==> src/rtl/cmos_sensor_emulator.sv <==
// cmos_sensor_emulator: MT9V034-style FVAL/LVAL/DATA source with programmable timing and test patterns.
// Outputs are registered from the next-state decode, so they align with the state they describe.
module cmos_sensor_emulator #(
    parameter int H_ACTIVE   = 752,
    parameter int H_BLANK    = 94,
    parameter int V_ACTIVE   = 480,
    parameter int FV2LV      = 4,
    parameter int LV2FV      = 4,
    parameter int VBLANK_CYC = 1000
) (
    input  logic        iCLK,
    input  logic        iRST_N,
    input  logic        iENABLE,
    input  logic [1:0]  iMODE,
    output logic [9:0]  oDATA,
    output logic        oFVAL,
    output logic        oLVAL,
    output logic [15:0] oFRAME_CNT,
    output logic        oBUSY
);
    typedef enum logic [2:0] {IDLE, FRONT, LINE, HBLANK, BACK, VBLANK} state_t;
    state_t      state_q, state_d;
    logic [15:0] cnt_q, cnt_d, frame_q, frame_d;
    logic [9:0]  y_q, y_d, f_q, f_d, x_d, pix_d;
    logic [1:0]  mode_q, mode_d;
    logic        start_d;
    always_comb begin
        state_d = state_q;
        cnt_d   = cnt_q + 16'd1;
        y_d     = y_q;
        mode_d  = mode_q;
        f_d     = f_q;
        frame_d = frame_q;
        start_d = 1'b0;
        case (state_q)
            IDLE: begin
                cnt_d   = '0;
                start_d = iENABLE;
            end
            FRONT: if (cnt_q == 16'(FV2LV - 1)) begin
                state_d = LINE;
                cnt_d   = '0;
            end
            LINE: if (cnt_q == 16'(H_ACTIVE - 1)) begin
                state_d = (y_q == 10'(V_ACTIVE - 1)) ? BACK : HBLANK;
                cnt_d   = '0;
            end
            HBLANK: if (cnt_q == 16'(H_BLANK - 1)) begin
                state_d = LINE;
                cnt_d   = '0;
                y_d     = y_q + 10'd1;
            end
            BACK: if (cnt_q == 16'(LV2FV - 1)) begin
                state_d = VBLANK;
                cnt_d   = '0;
                frame_d = frame_q + 16'd1;
            end
            VBLANK: if (cnt_q == 16'(VBLANK_CYC - 1)) begin
                state_d = IDLE;
                cnt_d   = '0;
                start_d = iENABLE;
            end
            default: state_d = IDLE;
        endcase
        // frame_q already holds the incremented count when leaving VBLANK
        if (start_d) begin
            state_d = FRONT;
            cnt_d   = '0;
            y_d     = '0;
            mode_d  = iMODE;
            f_d     = frame_q[9:0];
        end
        x_d   = cnt_d[9:0];
        pix_d = (mode_d == 2'd0) ? x_d + f_d :
                (mode_d == 2'd1) ? {x_d[9:7], x_d[9:7], x_d[9:7], x_d[9]} :
                (mode_d == 2'd2) ? {10{x_d[5] ^ y_d[5]}} : y_d;
    end
    always_ff @(posedge iCLK or negedge iRST_N) begin
        if (!iRST_N) begin
            state_q <= IDLE;
            cnt_q   <= '0;
            y_q     <= '0;
            f_q     <= '0;
            mode_q  <= '0;
            frame_q <= '0;
            oDATA   <= '0;
            oFVAL   <= 1'b0;
            oLVAL   <= 1'b0;
            oBUSY   <= 1'b0;
        end else begin
            state_q <= state_d;
            cnt_q   <= cnt_d;
            y_q     <= y_d;
            f_q     <= f_d;
            mode_q  <= mode_d;
            frame_q <= frame_d;
            oDATA   <= (state_d == LINE) ? pix_d : 10'd0;
            oFVAL   <= state_d inside {FRONT, LINE, HBLANK, BACK};
            oLVAL   <= state_d == LINE;
            oBUSY   <= state_d != IDLE;
        end
    end
    assign oFRAME_CNT = frame_q;
endmodule

==> config.mk <==
export PLATFORM = sky130hd
export DESIGN_NAME = cmos_sensor_emulator
export DESIGN_NICKNAME = d
export VERILOG_FILES = /design/src/rtl/cmos_sensor_emulator.sv
export SDC_FILE = /design/constraint.sdc
export NUM_CORES = 1
export LEC_CHECK = 0
export CORE_MARGIN = 5
export CORE_UTILIZATION = 52
export CTS_CLUSTER_DIAMETER = 40
export DETAILED_ROUTE_END_ITERATION = 8
export PLACE_DENSITY = 0.76
export SYNTH_ARGS = -nofsm -noshare
export SYNTH_HDL_FRONTEND = slang
export SYNTH_SLANG_ARGS = --single-unit
export TNS_END_PERCENT = 1
==> constraint.sdc <==
create_clock -name iCLK -period 4.2 [get_ports iCLK]
set_input_delay 0.84 -clock iCLK [delete_from_list [all_inputs] [get_ports iCLK]]
set_output_delay 0.84 -clock iCLK [all_outputs]
set_load 0.02 [all_outputs]
==> impl_summary.txt <==
----------------------------------------------------
[STA]
  Setup repair after global routing missed its margin ... false
  Highest clock rate ... 253 MHz
  Total Negative Setup Slacks ... 0 ns
  Smallest setup slack after layout ... around 0.25 ns
  Post-route fraction of the period consumed by the critical path ... ~94%
  Total of endpoints with negative setup slack in the final report ... 0
  Worst slew margin ... 39.9%
  Post-Route Skew ... approximately 0.013 ns
  Count of pins over their slew limit ... 0
  Transition at the pin with the smallest max-transition slack ... around 0.90 ns
  Hold violation total from the final report ... 0
  Period minus WS final ... approximately 3.9 ns

[Floorplanning]
  Core area ... approximately 7200 um2
  Number of placement rows ... 31
  Width of the chip ... between 90 and 100 um
  IO Count ... 34
  Die height ... ~95 um
  Full die area ... 9100 um2
  Starting utilization of the core area ... between 50% and 60%

[Route]
  Mean number of vias per cell ... roughly 5.7
  Final routed DRC violation total ... 0
  Detailed Route WL ... between 8000 and 9000 um
  Number of vias in the routed layout ... roughly 3000
  Iteration count of the initial detailed-routing pass ... 4
  Routed wire per std cell ... 16.2 um
  Final ANT Viol Nets ... 0
  Detailed router's first-iteration violation count ... about 180

[Setup path]
  Worst EP required ... roughly 4.4 ns
  Worst setup path class ... register to register
  Endpoint arrival time on the critical path ... approximately 4.2 ns
  Crit start category ... register
  Kind of end point of the critical path ... register
  Largest fanout on the critical path ... 7

[Synthesis]
  Unique masters post-synth ... 60
  Sequential area share after synthesis ... 46.2%
  Gate Count Post-Synth ... 374
  Count of flip-flops with a built-in enable after synthesis ... 0
  Top cells by count, synth ... sky130_fd_sc_hd__dfrtp_1, sky130_fd_sc_hd__nor2_1, sky130_fd_sc_hd__nand2_1
  Cell type with the highest aggregate area in the netlist ... sky130_fd_sc_hd__dfrtp_1
  Share of the synthesized area in the top cell type ... between 40% and 50%
  Top_reg_cell synth ... sky130_fd_sc_hd__dfrtp_1
  Library cell with the highest instance count after synthesis ... sky130_fd_sc_hd__dfrtp_1
  Net count after synthesis ... about 390
  Proportion of register bits with asynchronous set or reset after synthesis ... 100%
  Mapped cell area ... 3790 um2
  Number of warning messages in the yosys log ... 0
  Avg Cell Area, Syn ... 10.1 um2
  Number of flip-flops and latches in the synthesized netlist ... 70
  Ranking of synthesized cells by area ... sky130_fd_sc_hd__dfrtp_1, sky130_fd_sc_hd__xnor2_1, sky130_fd_sc_hd__xor2_1, sky130_fd_sc_hd__nor2_1, sky130_fd_sc_hd__ha_1

[Placement]
  Routability Congestion ... between 0.9 and 1
  Port Buffers ... 33
  Post-placement cell area ... between 4000 and 5000 um2
  Setup slack at placement ... 0.0295 ns
  Detailed placer's ending HPWL ... between 6000 and 7000 um

[Job]
  Maximum Capacitance Violations ... 0

[Final layout]
  Total non-filler cell area in the finished layout ... about 4500 um2
  # nets final ... 435
  Antenna diode count ... 0
  Util after Layout ... approximately 62%
  Share of post-route cells with drive strength above 1 ... 12.6%
  Area growth from synthesis to layout ... 17.6%

[Global route]
  All-layer global routing usage ... between 20% and 30%
  Total global routing overflow ... 0
  Pin count of the biggest net entering global routing ... 40
  First-pass GRT wire length ... about 14000 um
  Met3 track utilization from global routing ... approximately 4.3%
  Antenna violations before repair ... 0
  Met1 GRT Util ... between 20% and 30%
  GR Util met2 ... 31.3%
  Number of global-route vias before repair ... between 2000 and 3000
  Most utilized layer in the global route result ... met2

[Power and ir drop]
  LEAKAGE ... between 1.5 and 2 nW
  VDD IR max ... approximately 0.16 mV
  Areal power density over the cells ... roughly 260 nW/um2

[Status]
  Run status ... completed

[Clocking]
  Maximum root-to-sink buffer count ... 2
  Total CTS buffers ... 9
  Buffer type at the clock tree root ... sky130_fd_sc_hd__clkbuf_8
  Total of hold buffers inserted after clock tree synthesis ... 0
  Number of sinks on the clock net ... 70
  Worst skew pair latency ... ~0.35 ns
  Clock tree from TritonCTS ... built
  Clk slew on worst S/H paths ... 0.07 ns
  Number of H-tree levels ... 3
  Post-CTS Setup Inserts ... 0

[Hold path]
  Kind of path behind the tightest hold check ... register to register

----------------------------------------------------
## what timing repair did
item                                    in CTS  in global routing
resized for setup                            0                  8
endpoints found under the hold margin        0                  0
endpoints found under the setup margin       0                  4
## area by class of cell
type	count	area, um2
clock buffer	12	145
tap	99	124
inverter	17	63.8
clock inverter	4	22.5
fill	599	2720
multi-input combinational	276	1950
sequential	70	1750
timing repair buffer	43	400
## flip-flops by register name, summed over array words and instances, names as in the netlist
register and cells:
y_q 10, cnt_q 16, oDATA 10, mode_q 2, oBUSY 1, state_q 3
oLVAL 1, oFRAME_CNT 16, f_q 10, oFVAL 1
## cells in the final DEF, fill, tap and decap left out, types with 3 or more instances in the layout
cell type and count:
sky130_fd_sc_hd__a211oi_1 3, sky130_fd_sc_hd__a21oi_1 11, sky130_fd_sc_hd__and3_1 9, sky130_fd_sc_hd__buf_4 10
sky130_fd_sc_hd__clkbuf_8 10, sky130_fd_sc_hd__clkdlybuf4s50_1 32, sky130_fd_sc_hd__clkinv_2 3, sky130_fd_sc_hd__dfrtp_1 70
sky130_fd_sc_hd__ha_1 11, sky130_fd_sc_hd__inv_1 17, sky130_fd_sc_hd__mux2_2 11, sky130_fd_sc_hd__mux2i_1 7
sky130_fd_sc_hd__nand2_1 23, sky130_fd_sc_hd__nand2b_1 4, sky130_fd_sc_hd__nand3_1 13, sky130_fd_sc_hd__nand4_1 10
sky130_fd_sc_hd__nor2_1 45, sky130_fd_sc_hd__nor3_1 10, sky130_fd_sc_hd__nor4_1 6, sky130_fd_sc_hd__o21ai_0 6
sky130_fd_sc_hd__o21bai_1 3, sky130_fd_sc_hd__o22ai_1 4, sky130_fd_sc_hd__or3_1 5, sky130_fd_sc_hd__xnor2_1 21
sky130_fd_sc_hd__xor2_1 20
## per-layer routing
layer,part of all wire [%],vias up
met5,0,-
met4,2.3,0
met3,4.3,16
met2,48,76
met1,45,1452
li1,-,1417
## logic make-up (layout without fill, tap and decap cells)
logic type	count (synthesis)	after routing	share of synthesized area (%)
fa+ha+maj	14	14	4.75
xor+xnor	41	41	9.47
flops	70	70	46.2
compound gates	52	52	9.84
buf+inv	28	76	3.10
simple gates	151	151	21.5
mux	18	18	5.12
## final timing paths
check	startpoint	endpoint	slack, ns	cells past startpoint
min in group asynchronous	iRST_N	y_q[4]	0.62	1
hold reg to reg	oFRAME_CNT[15]	oFRAME_CNT[15]	0.49	1
setup reg to reg	cnt_q[11]	oDATA[5]	0.25	14
setup / recovery	cnt_q[11]	oDATA[5]	0.25	14
max in group asynchronous	iRST_N	f_q[3]	2.79	2
hold / removal	oFRAME_CNT[15]	oFRAME_CNT[15]	0.49	1
## where the power goes
group          switching (mW)  total, mW  internal [mW]
Sequential                  0      0.674          0.674
Clock                   0.247      0.474          0.228
Combinational          0.0147     0.0189        0.00423
## per-stage QoR
stage / hold WS (ns) / instances / power [mW]
after floorplan: 0.474 / 374 / 0.688
after detailed placement: 0.476 / 505 / 0.707
after global placement: 0.461 / 505 / 0.706
final: 0.485 / 521 / 1.17
after CTS: 0.489 / 521 / 1.18
after global routing: 0.505 / 521 / 1.21
## critical path, cell delays in order, from the launching register on
cell and delay (ns):
sky130_fd_sc_hd__dfrtp_1 0.48, sky130_fd_sc_hd__nor4_4 0.37, sky130_fd_sc_hd__nand4_2 0.18, sky130_fd_sc_hd__or4_4 0.46, sky130_fd_sc_hd__a31oi_4 0.25, sky130_fd_sc_hd__and2_2 0.23
sky130_fd_sc_hd__or2_2 0.15, sky130_fd_sc_hd__inv_1 0.06, sky130_fd_sc_hd__ha_1 0.28, sky130_fd_sc_hd__a21o_1 0.15, sky130_fd_sc_hd__a21o_1 0.22, sky130_fd_sc_hd__maj3_1 0.36
sky130_fd_sc_hd__a21oi_1 0.18, sky130_fd_sc_hd__xor2_1 0.08, sky130_fd_sc_hd__a2111oi_0 0.37
Power figures use the tool's default switching activity.
